$ cat src/rtl/mem_arbiter.sv
// Two-port (fetch / data) arbiter in front of a single-cycle shared memory interface.
// Data accesses win contention until fetch has lost STARVE_MAX cycles in a row.
`ifndef MEM_COUNT_WORD
`define MEM_COUNT_WORD 2
`endif

module mem_arbiter #(
  parameter int ADDR_W     = 32,
  parameter int WORD_W     = 32,
  parameter int CNT_W      = 2,
  parameter int STARVE_MAX = 4,
  localparam int STARVE_W  = $clog2(STARVE_MAX + 1)
) (
  input  logic                clk,
  input  logic                aresetn,
  input  logic                if_req,
  input  logic [ADDR_W-1:0]   if_addr,
  output logic                if_gnt,
  output logic                if_rd_valid,
  output logic [WORD_W-1:0]   if_rd_data,
  input  logic                d_req,
  input  logic [ADDR_W-1:0]   d_addr,
  input  logic                d_wr_en,
  input  logic [WORD_W-1:0]   d_wr_data,
  input  logic [CNT_W-1:0]    d_count,
  output logic                d_gnt,
  output logic                d_done,
  output logic [WORD_W-1:0]   d_rd_data,
  output logic                mem_req_valid,
  output logic [ADDR_W-1:0]   mem_req_addr,
  output logic [WORD_W-1:0]   mem_req_wr_data,
  output logic                mem_req_wr_en,
  output logic [CNT_W-1:0]    mem_req_count,
  input  logic [WORD_W-1:0]   mem_res_rd_data,
  output logic                fe_stall,
  output logic                me_stall,
  output logic [1:0]          dbg_state,
  output logic [STARVE_W-1:0] dbg_starve_cnt
);

  // Handshake: a requester raises *_req with a stable payload and holds both until
  // the matching *_gnt is high in the same cycle; the response (rd_valid / done)
  // comes exactly one cycle after the grant, and a new grant may overlap it.

  typedef enum logic [1:0] {
    IDLE    = 2'd0,
    RESP_IF = 2'd1,
    RESP_D  = 2'd2
  } state_t;

  state_t              state, state_nxt;
  logic [STARVE_W-1:0] starve_cnt, starve_nxt;
  logic                fetch_wins;

  always_comb begin
    fetch_wins = if_req & (~d_req | (starve_cnt == STARVE_W'(STARVE_MAX)));
    // Grants are masked during reset so nothing is issued while aresetn is low.
    if_gnt     = aresetn & fetch_wins;
    d_gnt      = aresetn & d_req & ~fetch_wins;
    fe_stall   = if_req & ~if_gnt;
    me_stall   = d_req & ~d_gnt;
  end

  always_comb begin
    mem_req_valid   = 1'b0;
    mem_req_addr    = '0;
    mem_req_wr_data = '0;
    mem_req_wr_en   = 1'b0;
    mem_req_count   = '0;
    if (if_gnt) begin
      mem_req_valid = 1'b1;
      mem_req_addr  = if_addr;
      mem_req_count = CNT_W'(`MEM_COUNT_WORD);
    end else if (d_gnt) begin
      mem_req_valid   = 1'b1;
      mem_req_addr    = d_addr;
      mem_req_wr_data = d_wr_data;
      mem_req_wr_en   = d_wr_en;
      mem_req_count   = d_count;
    end
  end

  always_comb begin
    state_nxt  = IDLE;
    starve_nxt = '0;
    if (if_gnt)
      state_nxt = RESP_IF;
    else if (d_gnt)
      state_nxt = RESP_D;
    if (if_req & ~if_gnt)
      starve_nxt = (starve_cnt == STARVE_W'(STARVE_MAX)) ? starve_cnt
                                                         : starve_cnt + STARVE_W'(1);
  end

  always_ff @(posedge clk or negedge aresetn) begin
    if (!aresetn) begin
      state      <= IDLE;
      starve_cnt <= '0;
    end else begin
      state      <= state_nxt;
      starve_cnt <= starve_nxt;
    end
  end

  always_comb begin
    if_rd_valid = 1'b0;
    if_rd_data  = '0;
    d_done      = 1'b0;
    d_rd_data   = '0;
    case (state)
      RESP_IF: begin
        if_rd_valid = 1'b1;
        if_rd_data  = mem_res_rd_data;
      end
      RESP_D: begin
        d_done    = 1'b1;
        d_rd_data = mem_res_rd_data;
      end
      default: ;
    endcase
  end

  assign dbg_state      = state;
  assign dbg_starve_cnt = starve_cnt;

endmodule

$ cat config.mk
export PLATFORM = sky130hd
export DESIGN_NAME = mem_arbiter
export DESIGN_NICKNAME = d
export VERILOG_FILES = /design/src/rtl/mem_arbiter.sv
export SDC_FILE = /design/constraint.sdc
export NUM_CORES = 1
export LEC_CHECK = 0
export ABC_AREA = 1
export CORE_AREA = 5 5 104 106
export DETAILED_ROUTE_END_ITERATION = 7
export DIE_AREA = 0 0 109 111
export HOLD_SLACK_MARGIN = 0.02
export MAX_ROUTING_LAYER = met4
export PLACE_DENSITY_LB_ADDON = 0.1
export SKIP_CTS_REPAIR_TIMING = 1
export SKIP_LAST_GASP = 1
export SLEW_MARGIN = 10
export SYNTH_ARGS = -nofsm -noshare
export SYNTH_HDL_FRONTEND = slang
export SYNTH_SLANG_ARGS = --single-unit
$ cat constraint.sdc
create_clock -name clk -period 2.3 [get_ports clk]
set_clock_uncertainty 0.15 [all_clocks]
set_input_delay 0.69 -clock clk [delete_from_list [all_inputs] [get_ports clk]]
set_output_delay 0.69 -clock clk [all_outputs]
set_load 0.02 [all_outputs]
After elaboration in Yosys (flattened, before gate mapping)
Cells that the tools add are included.
{"block": "totals", "ram_bits": 0, "rom_bits": 0, "out_inout_bits": 143, "latchBits": 0, "ff_bits": 5, "mem_count": 0, "elab_cells": 36, "inputBits": 135}
{"block": "classes", "n_mul": 0, "n_eq_ne": 4, "order_cmp": 0, "div": 0, "n_mux": 18, "bitwise": 11, "reduce_logical": 0, "shifts": 0, "n_addsub": 1}
{"cell": "2-to-1 mux 32 bit", "count": 6}
{"cell": "2-to-1 mux 2 bit", "count": 4}
{"cell": "bitwise AND 1 bit", "count": 6}
{"cell": "2-to-1 mux 1 bit", "count": 6}
{"cell": "2-to-1 mux 3 bit", "count": 2}
{"cell": "inverter 1 bit", "count": 4}
{"cell": "adder 3 x 1 -> 3 bit (second input constant)", "count": 1}
{"cell": "== test 3 bit (second input constant)", "count": 1}
{"cell": "== test 2 x 1 -> 1 bit (second input constant)", "count": 1}
{"cell": "== test 2 bit (second input constant)", "count": 1}
{"cell": "!= test 2 bit (second input constant)", "count": 1}
{"cell": "OR 1 bit", "count": 1}

Longest topological paths before layout
{"block": "logic_depth", "depth_word": 7, "ltp_mapped": 8, "ltp_nobuf": 8}

Worst setup path before layout
No wires, ideal clock.
{"block": "synth_path", "kind": "input to output", "from": "in aresetn", "to": "out me_stall", "n_path_buf": 1, "cell_stages": 6, "slack_ns": -0.055, "t_required_ns": 1.460, "arrival_ns": 1.515, "cell_sequence": "buf_2 -> nand2_1 -> clkinv_4 -> nand2_8 -> inv_2 -> nor2_1"}
{"block": "synth_between", "elab_chain_cells": 4}
{"element": "from (decl)", "line_no": "15", "rtl": "input logic aresetn,"}
{"element": "bitwise AND 1 bit (2 in a row)", "line_no": "59", "rtl": "d_gnt = aresetn & d_req & ~fetch_wins;"}
{"element": "via d_gnt", "line_no": "26", "rtl": "output logic d_gnt,"}
{"element": "inverter 1 bit", "line_no": "61", "rtl": "me_stall = d_req & ~d_gnt;"}
{"element": "bitwise AND 1 bit", "line_no": "61"}
{"element": "to (decl)", "line_no": "36", "rtl": "output logic me_stall,"}
The timed path passes the listed nets, and every way through them passes these cells.

Final worst setup path
{"block": "layout_path", "from": "reg starve_cnt[1], in the netlist dbg_starve_cnt[1]", "to": "out mem_req_wr_data[6]"}
{"block": "layout_between", "elab_chain_cells": 7, "elab_cells_between_ends": 8, "classes_between": "1 x eq/ne; 2 x mux; 5 x bitwise"}
{"element": "from (decl)", "line_no": "52", "rtl": "logic [STARVE_W-1:0] starve_cnt, starve_nxt;"}
{"element": "from (signal assigned)", "line_no": "101", "rtl": "starve_cnt <= starve_nxt;"}
{"element": "== test 3 bit *", "line_no": "56", "rtl": "fetch_wins = if_req & (~d_req | (starve_cnt == STARVE_W'(STARVE_MAX)));"}
{"element": "OR 1 bit *", "line_no": "56"}
{"element": "bitwise AND 1 bit *", "line_no": "56"}
{"element": "inverter 1 bit", "line_no": "59"}
{"element": "bitwise AND 1 bit", "line_no": "59"}
{"element": "2-to-1 mux 32 bit", "line_no": "74", "rtl": "end else if (d_gnt) begin"}
{"element": "2-to-1 mux 32 bit *", "line_no": "70", "rtl": "if (if_gnt) begin"}
{"element": "to (decl)", "line_no": "31", "rtl": "output logic [WORD_W-1:0] mem_req_wr_data,"}
Every way passes the cells marked *; elsewhere a longest branch is shown, timed or not.

==> results.tsv <==
metric	value	unit
run_status	complete, but fails checks	
violations	negative setup slack	
grt_max_degree	37	
grt_use_total	16.95	%
synthCells	329	
ant_nets	0	
drt_wl_total	11.87	mm
rows	36	
reg2reg_from	dbg_starve_cnt[0]$_DFFE_PN0P_	
hold_class	input pin to asynchronous set/reset pin	
worst_slack	-137.6	ps
dr.pass1.iters	4	
initial_core_util	17.21	%
drtIter0Drc	105	
ir_drop	0.1606	mV
path_max_fanout	8	
core_area	9684	um2
synth_top_area_share	17.34	%
vias	3183	
insertion_delay	220	ps
io_buffers	277	
setup_viol	72	
maxSlewViolCount	0	
power	0.001338	W
power.leakage	3.016	nW
hold_slack	272.0	ps
maxSlewHeadroom	81.27	%
placed_cell_area	4661	um2
yosysUniqueCellTypes	19	
dp.cells	736	
place_hpwl	9.169	mm
synth_seq_cells	5	
critPathKind	flip-flop to primary output	
rsz0062_at_grt	yes	
die_x	109	um
rrSetupSlack	680	ps
fin_crit_sh	106.0	%
arrival	1600	ps
layout.cells.non_filler	764	
fin_crit	2438	ps
post-route-cell-area	5309	um2
grt_pass1_wl	16.03	mm
clkSlewWorstSetupHoldPaths	40	ps
cts_tree	yes	
wl_per_cell	15.53	um
final_nets	768	
syn_nets	466	
vias_per_cell	4.166	
first_global_vias	3067	
synth-seq-area-share	7.508	%
start_kind	flip-flop	
fin_util	54.82	%
yosysTopAreaCell	inv_1	
cts_root_buf	clkbuf_8	
die-area	12100	um2
fmax	410.2	MHz
grt-ovfl-total	0	
netlist_area	1667	um2
die_h	111	um
critPathRequiredTime	1460	ps
synth_area_leaders	inv_1, nor2_1, nand4_1, nor2_2, nand3_1	
drv_cap	0	
globalplace.congestion	0.7857	
nFillCells	945	
rr_endpoint	dbg_starve_cnt[0]$_DFFE_PN0P_	
areaGrowthSynthToFinish	218.5	%
crit_path_end_kind	primary output	
r2r_cells	10	
io_pins	278	
tightest_slew	280.5	ps
synth_area_per_cell	5.066	um2
power_density	252.0	nW/um2
final_hold_viol_count	0	
clock-sinks	5	
clockBufferDepth	2	
cts_max_level	1	
antenna_found_initial	1	
drcViolationCount	0	
yosys_warnings	0	
cts_buffers	3	
layout-drive-gt1-share	44.13	%
==> state kept, by name, indices dropped and copies added, names as in the netlist <==
register and count:
dbg_starve_cnt 3, dbg_state 2
==> through the flow <==
step	setup slack (ps)	setup TNS, ps
final	-137.6	-6330
after global routing	-204.5	-11770
after CTS	-1053	-100710
after detailed placement	-1049	-100150
after global placement	-1067	-99920
after floorplan	7.069	0
==> cell usage in the layout, fill, tap and decap left out, drive strengths merged <==
cell type,count
buf,155
clkbuf,19
clkdlybuf4s50,119
clkinv,1
dfrtp,5
diode,1
dlymetal6s2s,30
ha,2
inv,78
nand2,49
nand3,33
nand4,32
nor2,105
o21ai,1
xor2,1
==> power by group <==
part / internal, W / switching [W]
Combinational: 0.000560 / 0.000512
Clock: 0.000119 / 0.0000419
Sequential: 0.0000981 / 0.00000663
Total: 0.000777 / 0.000561
==> per-layer routing <==
layer	up-vias	routed length (um)	GRT usage (%)	share of wire (%)
li1	1607	-	-	-
met1	1401	4121	17.03	35
met2	161	6377	31.61	54
met3	14	1162	4.718	9.8
met4	0	204	4.293	1.7
met5	-	0	-	0
==> area by class of cell <==
cell class              instances  area [um2]  area share, %
diodes                          1       2.502        0.04714
inverters                      79       311.5          5.868
repair buffers                319        3234          60.92
clock buffers                   4       45.04         0.8485
multi-input cells             223        1423          26.80
well taps                     133       166.4          3.135
flip-flops and latches          5       126.4          2.380
==> logic make-up (layout without fill, tap and decap cells) <==
group           Yosys count  count (layout)  synth area share (%)
compound gates            1               1                0.3000
xor+xnor                  1               1                0.5256
fa+ha+maj                 2               2                 1.501
buf+inv                 105             402                 28.08
flops                     5               5                 7.508
other cells               0               1                     0
simple gates            215             219                 62.09
==> critical path: stages (launching register included) <==
cell and delay [ps]:
dfrtp_1 350, inv_2 60, ha_4 160, nand2_4 90, nand2_8 90, nand2_8 150, nand2_8 90, buf_12 160
nor2_2 90, buf_6 120
==> synth_stat cells, drive strengths merged <==
cell type and number:
o21ai 1, nand2 45, nor2 105, inv 78, nand4 32, nand3 33
clkbuf 9, buf 17, dfrtp 5, ha 2, xor2 1, clkinv 1
==> worst max path at each step <==
stage                                       start                  end
global placement                          aresetn             me_stall
detailed placement                        aresetn     mem_req_count[1]
floorplan                  dbg_state[0]$_DFF_PN0_        if_rd_data[0]
global route        dbg_starve_cnt[1]$_DFFE_PN0P_  mem_req_wr_data[11]
finish              dbg_starve_cnt[1]$_DFFE_PN0P_   mem_req_wr_data[6]
CTS                                       aresetn     mem_req_count[1]
No activity file was read; power rests on OpenSTA's default activity.
